--- src/rtl/bambu_mem_pkg.sv ---
// Shared types, default geometry and the size-mask helper for the Bambu memory master.
package bambu_mem_pkg;

  typedef enum logic [1:0] {
    IDLE = 2'd0,
    BUSY = 2'd1,
    RESP = 2'd2
  } state_t;

  localparam int ADDR_W_DEF         = 7;
  localparam int DATA_W_DEF         = 8;
  localparam int SIZE_W_DEF         = 4;
  localparam int TIMEOUT_CYCLES_DEF = 1024;

  // One bit of the access-size mask: bit bit_idx survives when it lies below size.
  // Evaluated per bit so the mask scales with any data width.
  function automatic logic size_to_mask(input int size, input int bit_idx);
    return (bit_idx < size);
  endfunction

endpackage

--- src/rtl/bambu_mem_timeout_cnt.sv ---
// BUSY-cycle watchdog for the Bambu memory master; used only with BAMBU_MEM_MASTER_TIMEOUT_EN.
module bambu_mem_timeout_cnt
  import bambu_mem_pkg::*;
#(
  parameter int LIMIT = TIMEOUT_CYCLES_DEF
) (
  input  logic clock,
  input  logic reset,
  input  logic clear,
  input  logic enable,
  output logic expired
);

  localparam int CNT_W = (LIMIT > 1) ? $clog2(LIMIT) : 1;

  logic [CNT_W-1:0] cnt_reg;

  // expired flags the LIMIT-th enabled cycle, so the caller can leave on that edge
  assign expired = enable && (cnt_reg == CNT_W'(LIMIT - 1));

  always_ff @(posedge clock or negedge reset) begin
    if (!reset) begin
      cnt_reg <= '0;
    end else if (clear) begin
      cnt_reg <= '0;
    end else if (enable && !expired) begin
      cnt_reg <= cnt_reg + 1'b1;
    end
  end

endmodule

--- src/rtl/bambu_mem_master.sv ---
// Single-outstanding request/response master for the Bambu memory bus.
// Optional BUSY watchdog is enabled by defining BAMBU_MEM_MASTER_TIMEOUT_EN.
module bambu_mem_master
  import bambu_mem_pkg::*;
#(
  parameter int ADDR_W         = ADDR_W_DEF,
  parameter int DATA_W         = DATA_W_DEF,
  parameter int SIZE_W         = SIZE_W_DEF,
  parameter int TIMEOUT_CYCLES = TIMEOUT_CYCLES_DEF
) (
  input  logic              clock,
  input  logic              reset,
  input  logic              req_valid,
  output logic              req_ready,
  input  logic              req_we,
  input  logic [ADDR_W-1:0] req_addr,
  input  logic [DATA_W-1:0] req_wdata,
  input  logic [SIZE_W-1:0] req_size,
  output logic              rsp_valid,
  input  logic              rsp_ready,
  output logic [DATA_W-1:0] rsp_rdata,
  output logic              rsp_err,
  output logic              Mout_oe_ram,
  output logic              Mout_we_ram,
  output logic [ADDR_W-1:0] Mout_addr_ram,
  output logic [DATA_W-1:0] Mout_Wdata_ram,
  output logic [SIZE_W-1:0] Mout_data_ram_size,
  input  logic [DATA_W-1:0] M_Rdata_ram,
  input  logic              M_DataRdy
);

  state_t state_reg, state_next;

  logic              oe_reg, oe_next;
  logic              we_reg, we_next;
  logic [ADDR_W-1:0] addr_reg, addr_next;
  logic [DATA_W-1:0] wdata_reg, wdata_next;
  logic [SIZE_W-1:0] size_reg, size_next;
  logic [DATA_W-1:0] rdata_reg, rdata_next;
  logic              err_reg, err_next;

  logic              accept;
  logic              size_bad;
  logic              timeout_hit;
  logic [DATA_W-1:0] rd_mask;

  // req_ready is gated by reset so the master never advertises readiness while held
  assign req_ready = (state_reg == IDLE) && reset;
  assign accept    = req_valid && req_ready;
  assign size_bad  = (req_size == '0) || (int'(req_size) > DATA_W);
  assign rsp_valid = (state_reg == RESP);

  generate
    for (genvar gi = 0; gi < DATA_W; gi++) begin : g_rd_mask
      assign rd_mask[gi] = size_to_mask(int'(size_reg), gi);
    end
  endgenerate

`ifdef BAMBU_MEM_MASTER_TIMEOUT_EN
  bambu_mem_timeout_cnt #(
    .LIMIT (TIMEOUT_CYCLES)
  ) u_timeout_cnt (
    .clock   (clock),
    .reset   (reset),
    .clear   (state_reg != BUSY),
    .enable  (state_reg == BUSY),
    .expired (timeout_hit)
  );
`else
  assign timeout_hit = 1'b0;
  // Without the watchdog the limit has no consumer; keep it referenced as an elaboration-time sanity guard.
  if (TIMEOUT_CYCLES < 1) begin : g_unused_timeout
  end
`endif

  always_ff @(posedge clock or negedge reset) begin
    if (!reset) begin
      state_reg <= IDLE;
    end else begin
      state_reg <= state_next;
    end
  end

  always_comb begin
    state_next = state_reg;
    case (state_reg)
      IDLE: begin
        if (accept) begin
          state_next = size_bad ? RESP : BUSY;
        end
      end
      BUSY: begin
        if (M_DataRdy || timeout_hit) begin
          state_next = RESP;
        end
      end
      RESP: begin
        if (rsp_ready) begin
          state_next = IDLE;
        end
      end
      default: state_next = IDLE;
    endcase
  end

  always_comb begin
    oe_next    = oe_reg;
    we_next    = we_reg;
    addr_next  = addr_reg;
    wdata_next = wdata_reg;
    size_next  = size_reg;
    rdata_next = rdata_reg;
    err_next   = err_reg;
    case (state_reg)
      IDLE: begin
        if (accept && size_bad) begin
          err_next   = 1'b1;
          rdata_next = '0;
        end else if (accept) begin
          // the two strobes come from one bit, so they can never overlap
          oe_next    = ~req_we;
          we_next    = req_we;
          addr_next  = req_addr;
          wdata_next = req_wdata;
          size_next  = req_size;
          err_next   = 1'b0;
          rdata_next = '0;
        end
      end
      BUSY: begin
        if (M_DataRdy) begin
          oe_next    = 1'b0;
          we_next    = 1'b0;
          err_next   = 1'b0;
          rdata_next = oe_reg ? (M_Rdata_ram & rd_mask) : '0;
        end else if (timeout_hit) begin
          oe_next    = 1'b0;
          we_next    = 1'b0;
          err_next   = 1'b1;
          rdata_next = '0;
        end
      end
      RESP: begin
        if (rsp_ready) begin
          err_next   = 1'b0;
          rdata_next = '0;
        end
      end
      default: begin
        oe_next = 1'b0;
        we_next = 1'b0;
      end
    endcase
  end

  always_ff @(posedge clock or negedge reset) begin
    if (!reset) begin
      oe_reg    <= 1'b0;
      we_reg    <= 1'b0;
      addr_reg  <= '0;
      wdata_reg <= '0;
      size_reg  <= '0;
      rdata_reg <= '0;
      err_reg   <= 1'b0;
    end else begin
      oe_reg    <= oe_next;
      we_reg    <= we_next;
      addr_reg  <= addr_next;
      wdata_reg <= wdata_next;
      size_reg  <= size_next;
      rdata_reg <= rdata_next;
      err_reg   <= err_next;
    end
  end

  assign Mout_oe_ram        = oe_reg;
  assign Mout_we_ram        = we_reg;
  assign Mout_addr_ram      = addr_reg;
  assign Mout_Wdata_ram     = wdata_reg;
  assign Mout_data_ram_size = size_reg;
  assign rsp_rdata          = rdata_reg;
  assign rsp_err            = err_reg;

endmodule

--- config.mk ---
export PLATFORM = sky130hd
export DESIGN_NAME = bambu_mem_master
export DESIGN_NICKNAME = d
export VERILOG_FILES = /design/src/rtl/bambu_mem_pkg.sv /design/src/rtl/bambu_mem_timeout_cnt.sv /design/src/rtl/bambu_mem_master.sv
export SDC_FILE = /design/constraint.sdc
export NUM_CORES = 1
export LEC_CHECK = 0
export ABC_CLOCK_PERIOD_IN_PS = 2200
export CAP_MARGIN = 20
export CORE_ASPECT_RATIO = 0.6
export CORE_MARGIN = 10
export CORE_UTILIZATION = 25
export CTS_BUF_LIST = sky130_fd_sc_hd__clkbuf_8
export DETAILED_ROUTE_END_ITERATION = 8
export REMOVE_ABC_BUFFERS = 1
export SYNTH_ARGS = -nofsm -noshare
export SYNTH_HDL_FRONTEND = slang
export SYNTH_SLANG_ARGS = --single-unit
--- constraint.sdc ---
create_clock -name clock -period 2.2 [get_ports clock]
set_input_delay 0.22 -clock clock [delete_from_list [all_inputs] [get_ports clock]]
set_output_delay 0.22 -clock clock [all_outputs]
set_load 0.02 [all_outputs]
* Word level (Yosys, flattened, before mapping)
Cells that the tools add are included.
Cells by class: add/subtract/negate cells 0, multiply operators 0, divide/modulo/power cells 0, magnitude comparators 9, equal/unequal tests 7, shifts and indexed selects 0, muxes and demuxes 22, bitwise operators 4, reduce and logical (&&, ||, !) cells 11
Operators by type and width (count):
- two-way mux 8 bit | 5
- one-hot mux 8 bit (3 select lines) | 1
- less-than comparator 3 x 4 -> 1 bit (first input constant) | 4
- one-hot mux 1 bit (3 select lines) | 3
- AND 8 bit | 1
- less-than comparator 1 x 4 -> 1 bit (first input constant) | 2
- less-than comparator 2 x 4 -> 1 bit (first input constant) | 2
- two-way mux 1 bit | 8
- two-way mux 2 bit | 4
- AND reduction 4 bit | 2
- inequality test 2 bit (second input constant) | 3
- one-hot mux 2 bit (3 select lines) | 1
- AND reduction 3 bit | 2
- greater-than comparator 4 bit (second input constant) | 1
- zero test 4 bit | 1
- logical AND 1 bit | 3
- inequality test 3 x 2 -> 1 bit (second input constant) | 1
- NOT 1 bit | 3
- nonzero test 3 bit | 1
- equality test 2 x 1 -> 1 bit (second input constant) | 1
- equality test 2 bit (second input constant) | 1
- zero test 2 bit | 1
- inequality test 2 x 1 -> 1 bit (second input constant) | 1
- logical OR 1 bit | 1
Word-level totals: flip-flop bits (word level) 32, bits in latches 0, bits in writable memories 0, bits in read-only memories 0, bits of input ports 33, output and inout bits 32, logic and storage cells 61, memories kept 0

* Logic depth before layout (Yosys ltp)
Gate-level depths: netlist (run 1).
depth in word-level cells 6, depth in mapped cells 7, mapped depth without buffers 6

* Worst setup path after synthesis (run 1)
Ideal clock, no wire load.
kind reg-to-reg, start point reg state_reg[0], end point reg err_reg (netlist: rsp_err), library setup time 125 ps, data arrival time 1758 ps, required time 2075 ps, setup slack 318 ps, stages on the path, launching flop included 7, buffers on the path 0, period minus slack after synthesis 1882 ps, cell sequence dfrtp_1 inv_1 ha_1 nor2b_1 a221o_1 nor2_4 mux2_2
On the way: elaborated cells on any way between the ends 13, classes of those cells eq/ne (5); mux (2); reduce/logical (6)
RTL lines:
- from (decl) | line bambu_mem_master.sv:32 | state_t state_reg, state_next;
- from (signal assigned) | line bambu_mem_master.sv:80 | state_reg <= state_next;
- equality test 2 bit (*)
- via rsp_valid | line bambu_mem_master.sv:19 | output logic rsp_valid,
- inequality test 2 x 1 -> 1 bit (no source line) / nonzero test 3 bit (equally long branches)
- AND reduction 4 bit (no source line)
- to (signal assigned) | line bambu_mem_master.sv:172 | err_reg <= err_next;
- to (decl) | line bambu_mem_master.sv:40 | logic err_reg, err_next;
Mark *: on every way through the listed nets, which the timed path passes. The rest lies on a longest branch. A chain may end at the register's enable or synchronous reset.

* Worst setup path after layout (run 1)
start point reg state_reg[0], end point reg rdata_reg[6] (netlist: rsp_rdata[6])
On the way: word-level cells in the longest chain between the ends 6, elaborated cells on any way between the ends 13, classes of those cells eq/ne (5); mux (2); reduce/logical (6)
RTL lines:
- zero test 2 bit | line bambu_mem_master.sv:48, bambu_mem_master.sv:114
- logical AND 1 bit | line bambu_mem_master.sv:48 | assign req_ready = (state_reg == IDLE) && reset;
- logical AND 1 bit | line bambu_mem_master.sv:49 | assign accept = req_valid && req_ready;
- logical AND 1 bit | line bambu_mem_master.sv:116 | if (accept && size_bad) begin
- inequality test 3 x 2 -> 1 bit (no source line) / two-way mux 8 bit (equally long branches)
- AND reduction 4 bit (no source line) / one-hot mux 8 bit (3 select lines) (equally long branches)
- to (signal assigned) | line bambu_mem_master.sv:171 | rdata_reg <= rdata_next;
- to (decl) | line bambu_mem_master.sv:39 | logic [DATA_W-1:0] rdata_reg, rdata_next;
Parallel ways exist; a longest one is shown, timed or not.

==> summary.md, run 1 <==
| Metric | Value |
|---|---|
| Comb power frac | between 40% and 50% |
| Hold buffers post-CTS | 0 |
| Latest clock arrival within the worst-skew pair | between 0.2 and 0.3 ns |
| Setup TNS | 0 ns |
| Chip width | ~120 microns |
| Largest net degree at the start of global routing | 25 |
| Input/output buffers | between 60 and 70 |
| Yosys warnings | 0 |
| Placed Area | ~2300 sq um |
| Outcome | complete, no violations |
| Post-CTS setup buffer count | 0 |
| Final hold viol count | 0 |
| Hold Path Class | input pin to asynchronous set/reset pin |
| Num CTS Buffers | 5 |
| Synth-to-layout area growth | 57.6% |
| Dpl hpwl | ~3.4 mm |
| Gate Count Post-Synth | ~110 |
| Vias in the first global route | around 1200 |
| Critical Path AT | around 2.2 ns |
| Chip Height | ~80 microns |
| FF-to-FF setup slack | 0.20 ns |
| Worst vdd ir | just under 0.6 mV |
| Starting Density | a little over a quarter |
| Worst R2R End | rsp_rdata[6]$_DFFE_PN0P_ |
| Row count | 21 |
| # Max-Cap Violations | 0 |
| FF-to-FF path depth | 6 |
| Critical path class | flip-flop to flip-flop |
| DRC Markers | 0 |
| Fraction of layout cells with a size suffix above 1 | between 20% and 30% |
| Total track usage | a little under a tenth |
| Worst r2r src | state_reg[0]$_DFFE_PN0P_ |
| Unrepaired setup endpoints after global routing | false |
| Critical path peak fanout | 9 |
| Final setup vio count | 0 |
| Post-route cell area | approximately 2400 sq um |
| Synthesized area per cell | between 10 and 15 sq um |
| Tcrit/Tclk final | 90.9% |
| Final wirelength | 4.32 mm |
| N_diodes | 0 |
| Seq/Total Area, Yosys | between 50% and 60% |
| CTS max path bufs | 2 |
| Critical path startpoint category | flip-flop |
| Slew Viols, Final | 0 |
| PostCTS Resize Cnt | 0 |
| Worst-margin pin slew | about 0.43 ns |
| Register bit count reported by yosys | 32 |
| Sequential power share | 32.4% |
| Nets | between 200 and 250 |
| 1st-iter DRT viols | 18 |
| Power share of the clock group | a little under a fifth |
| Total global routing overflow | 0 |
| Initial antenna violation count | 0 |
| Leakage | between 1 and 1.5 nW |
| H-tree Lvls | 2 |
| Crit end category | flip-flop |
| Core Region | between 5000 and 6000 sq um |
| Worst Clk Skew | 0.00398 ns |
| Routed len/inst | about 16 microns |
| Number of vias per cell | approximately 4.2 |
| Clock transition at the registers of the reported paths | roughly 0.070 ns |
| Drt pass-1 iters | 4 |
| Global-route wire length before repair | around 7 mm |
| NetSw | approximately 1.1 mW |
| Relative slew slack | between 70% and 80% |
| P_int | approximately 1.9 mW |
| PD cells | between 1000 and 1500 nW/um^2 |
| CTS tree | done |
| Die ar. | between 9000 and 10000 sq um |
| Final Critical Period | between 1.5 and 2 ns |
| DR vias | roughly 1100 |
| Max Freq | 0.500 GHz |
| Final weighted congestion in routability-driven placement | roughly 0.74 |
| Worst EP required | approximately 2.4 ns |
| CTS sink cnt | 32 |
| CTS Root Cell | clkbuf_8 |
| Sw Ratio | a little over a third |
| Mapped Area | around 1500 sq um |
| I/O pin total | 65 |
| Distinct cells, synth | 29 |
| Post-route ant nets | 0 |
==> metrics by stage <==
stage | total power [mW] | cells | hold WS [ns] | setup slack (ns) | util [%]
global placement | 2.46 | 260 | 0.469 | 0.160 | 40.0
global route | 3.19 | 268 | 0.292 | 0.139 | 41.9
detailed placement | 2.45 | 260 | 0.474 | 0.156 | 40.0
floorplan | 1.78 | 112 | -0.0756 | 0.318 | -
CTS | 3.05 | 268 | 0.274 | 0.0368 | 41.9
finish | 3.00 | 268 | 0.274 | 0.200 | 41.9
==> routing by layer <==
layer	up-vias	routed length, microns	global-route usage [%]
li1	542	-	-
met1	533	2020	11.8
met2	48	1720	11.5
met3	2	571	7.33
met4	0	19	2.88
met5	-	0	0
==> cells in the final DEF (no fill, tap or decap), drive strengths merged, types with 3 or more instances in the layout <==
cell,netlist,routed
inv,7,7
clkbuf,1,5
clkdlybuf4s50,0,63
o21ai,3,3
mux2,28,28
buf,1,4
ha,4,4
dfrtp,32,32
a21oi,5,5
nand2,9,9
nor2,5,5
==> worst max-delay path by stage <==
stage                                   from                             to  slack (ns)  depth (start not counted)
global placement                   req_valid       rsp_rdata[6]$_DFFE_PN0P_        0.16                          5
finish              state_reg[0]$_DFFE_PN0P_       rsp_rdata[6]$_DFFE_PN0P_        0.20                          6
floorplan           state_reg[0]$_DFFE_PN0P_            rsp_err$_DFFE_PN0P_        0.32                          6
CTS                 state_reg[0]$_DFFE_PN0P_                      req_ready        0.04                          4
global route        state_reg[0]$_DFFE_PN0P_       rsp_rdata[3]$_DFFE_PN0P_        0.14                          5
detailed placement                     reset  Mout_Wdata_ram[7]$_DFFE_PN0P_        0.16                          6
==> layout make-up <==
cell class,count,area (sq um)
inverters,7,26.3
well taps,80,100
clock buffers,5,68.8
clock inverters,3,42.5
flip-flops and latches,32,801
multi-input cells,73,678
fillers,568,3330
repair buffers,68,686
==> synthesized netlist by cell type <==
library cell  count  share of area [%]
dfrtp_1          32                 53
mux2_2           12                8.9
mux2_4           11                 11
nand2_1           9                2.2
inv_1             7                1.7
a21oi_1           5                1.6
mux2_1            5                3.7
ha_1              4                3.3
nor2_1            3               0.74
o21ai_0           3               0.98
a221o_1           2                1.3
and2_1            2               0.82
and3_1            2               0.82
nand3_1           2               0.66
a211oi_1          1               0.49
a31o_2            1               0.57
buf_8             1               0.98
clkbuf_1          1               0.25
mux2i_1           1               0.66
nor2_4            1               0.74
nor2_8            1                1.3
nor2b_1           1               0.41
nor3_2            1               0.66
nor3b_1           1               0.49
o211a_1           1               0.66
o311a_1           1               0.66
o31ai_1           1               0.49
or2_2             1               0.41
xnor2_2           1                1.1
==> worst max-delay path, stage by stage (launching register included) <==
cell and delay (ns):
dfrtp_1 0.40, inv_1 0.09, ha_1 0.24, nor2b_1 0.14
a221o_1 0.36, nor2_4 0.28, mux2_2 0.37
==> cell families after synthesis <==
group / Yosys count / share of synthesized area, %
flip-flops: 32 / 52.5
multiplexers: 29 / 24.1
AND/OR/NAND/NOR: 24 / 9.28
AO/OA/AOI/OAI: 15 / 6.81
buffers and inverters: 9 / 2.96
adder cells (fa/ha/maj): 4 / 3.28
XOR/XNOR: 1 / 1.07
==> power groups by stage <==
stage	clock [mW]	sequential, mW	combinational, mW
6_report	0.567	0.971	1.46
2_1_floorplan	0	1.20	0.578
3_3_place_gp	0	0.986	1.48
3_5_place_dp	0	0.975	1.48
4_1_cts	0.591	0.972	1.49
5_1_grt	0.621	1.01	1.56
(Power assumes the default switching activity.)
==> run 2, diff against run 1 <==
--- a/config.mk
+++ b/config.mk
@@ -15,4 +15,5 @@
 export REMOVE_ABC_BUFFERS = 1
 export SYNTH_ARGS = -nofsm -noshare
 export SYNTH_HDL_FRONTEND = slang
+export SYNTH_HIERARCHICAL = 1
 export SYNTH_SLANG_ARGS = --single-unit
==> results of run 2 <==
Final layout, timing and power as in run 1 (identical DEF).
Main changes from that run: Yosys warning count 0 -> 6
==> run 3, diff against run 2 <==
--- a/config.mk
+++ b/config.mk
@@ -13,6 +13,7 @@
 export CTS_BUF_LIST = sky130_fd_sc_hd__clkbuf_8
 export DETAILED_ROUTE_END_ITERATION = 8
 export REMOVE_ABC_BUFFERS = 1
+export SLEW_MARGIN = 30
 export SYNTH_ARGS = -nofsm -noshare
 export SYNTH_HDL_FRONTEND = slang
 export SYNTH_HIERARCHICAL = 1
==> results of run 3 <==
Final layout, timing and power as in run 1 (identical DEF).
Main changes from that run: Yosys warning count 0 -> 6
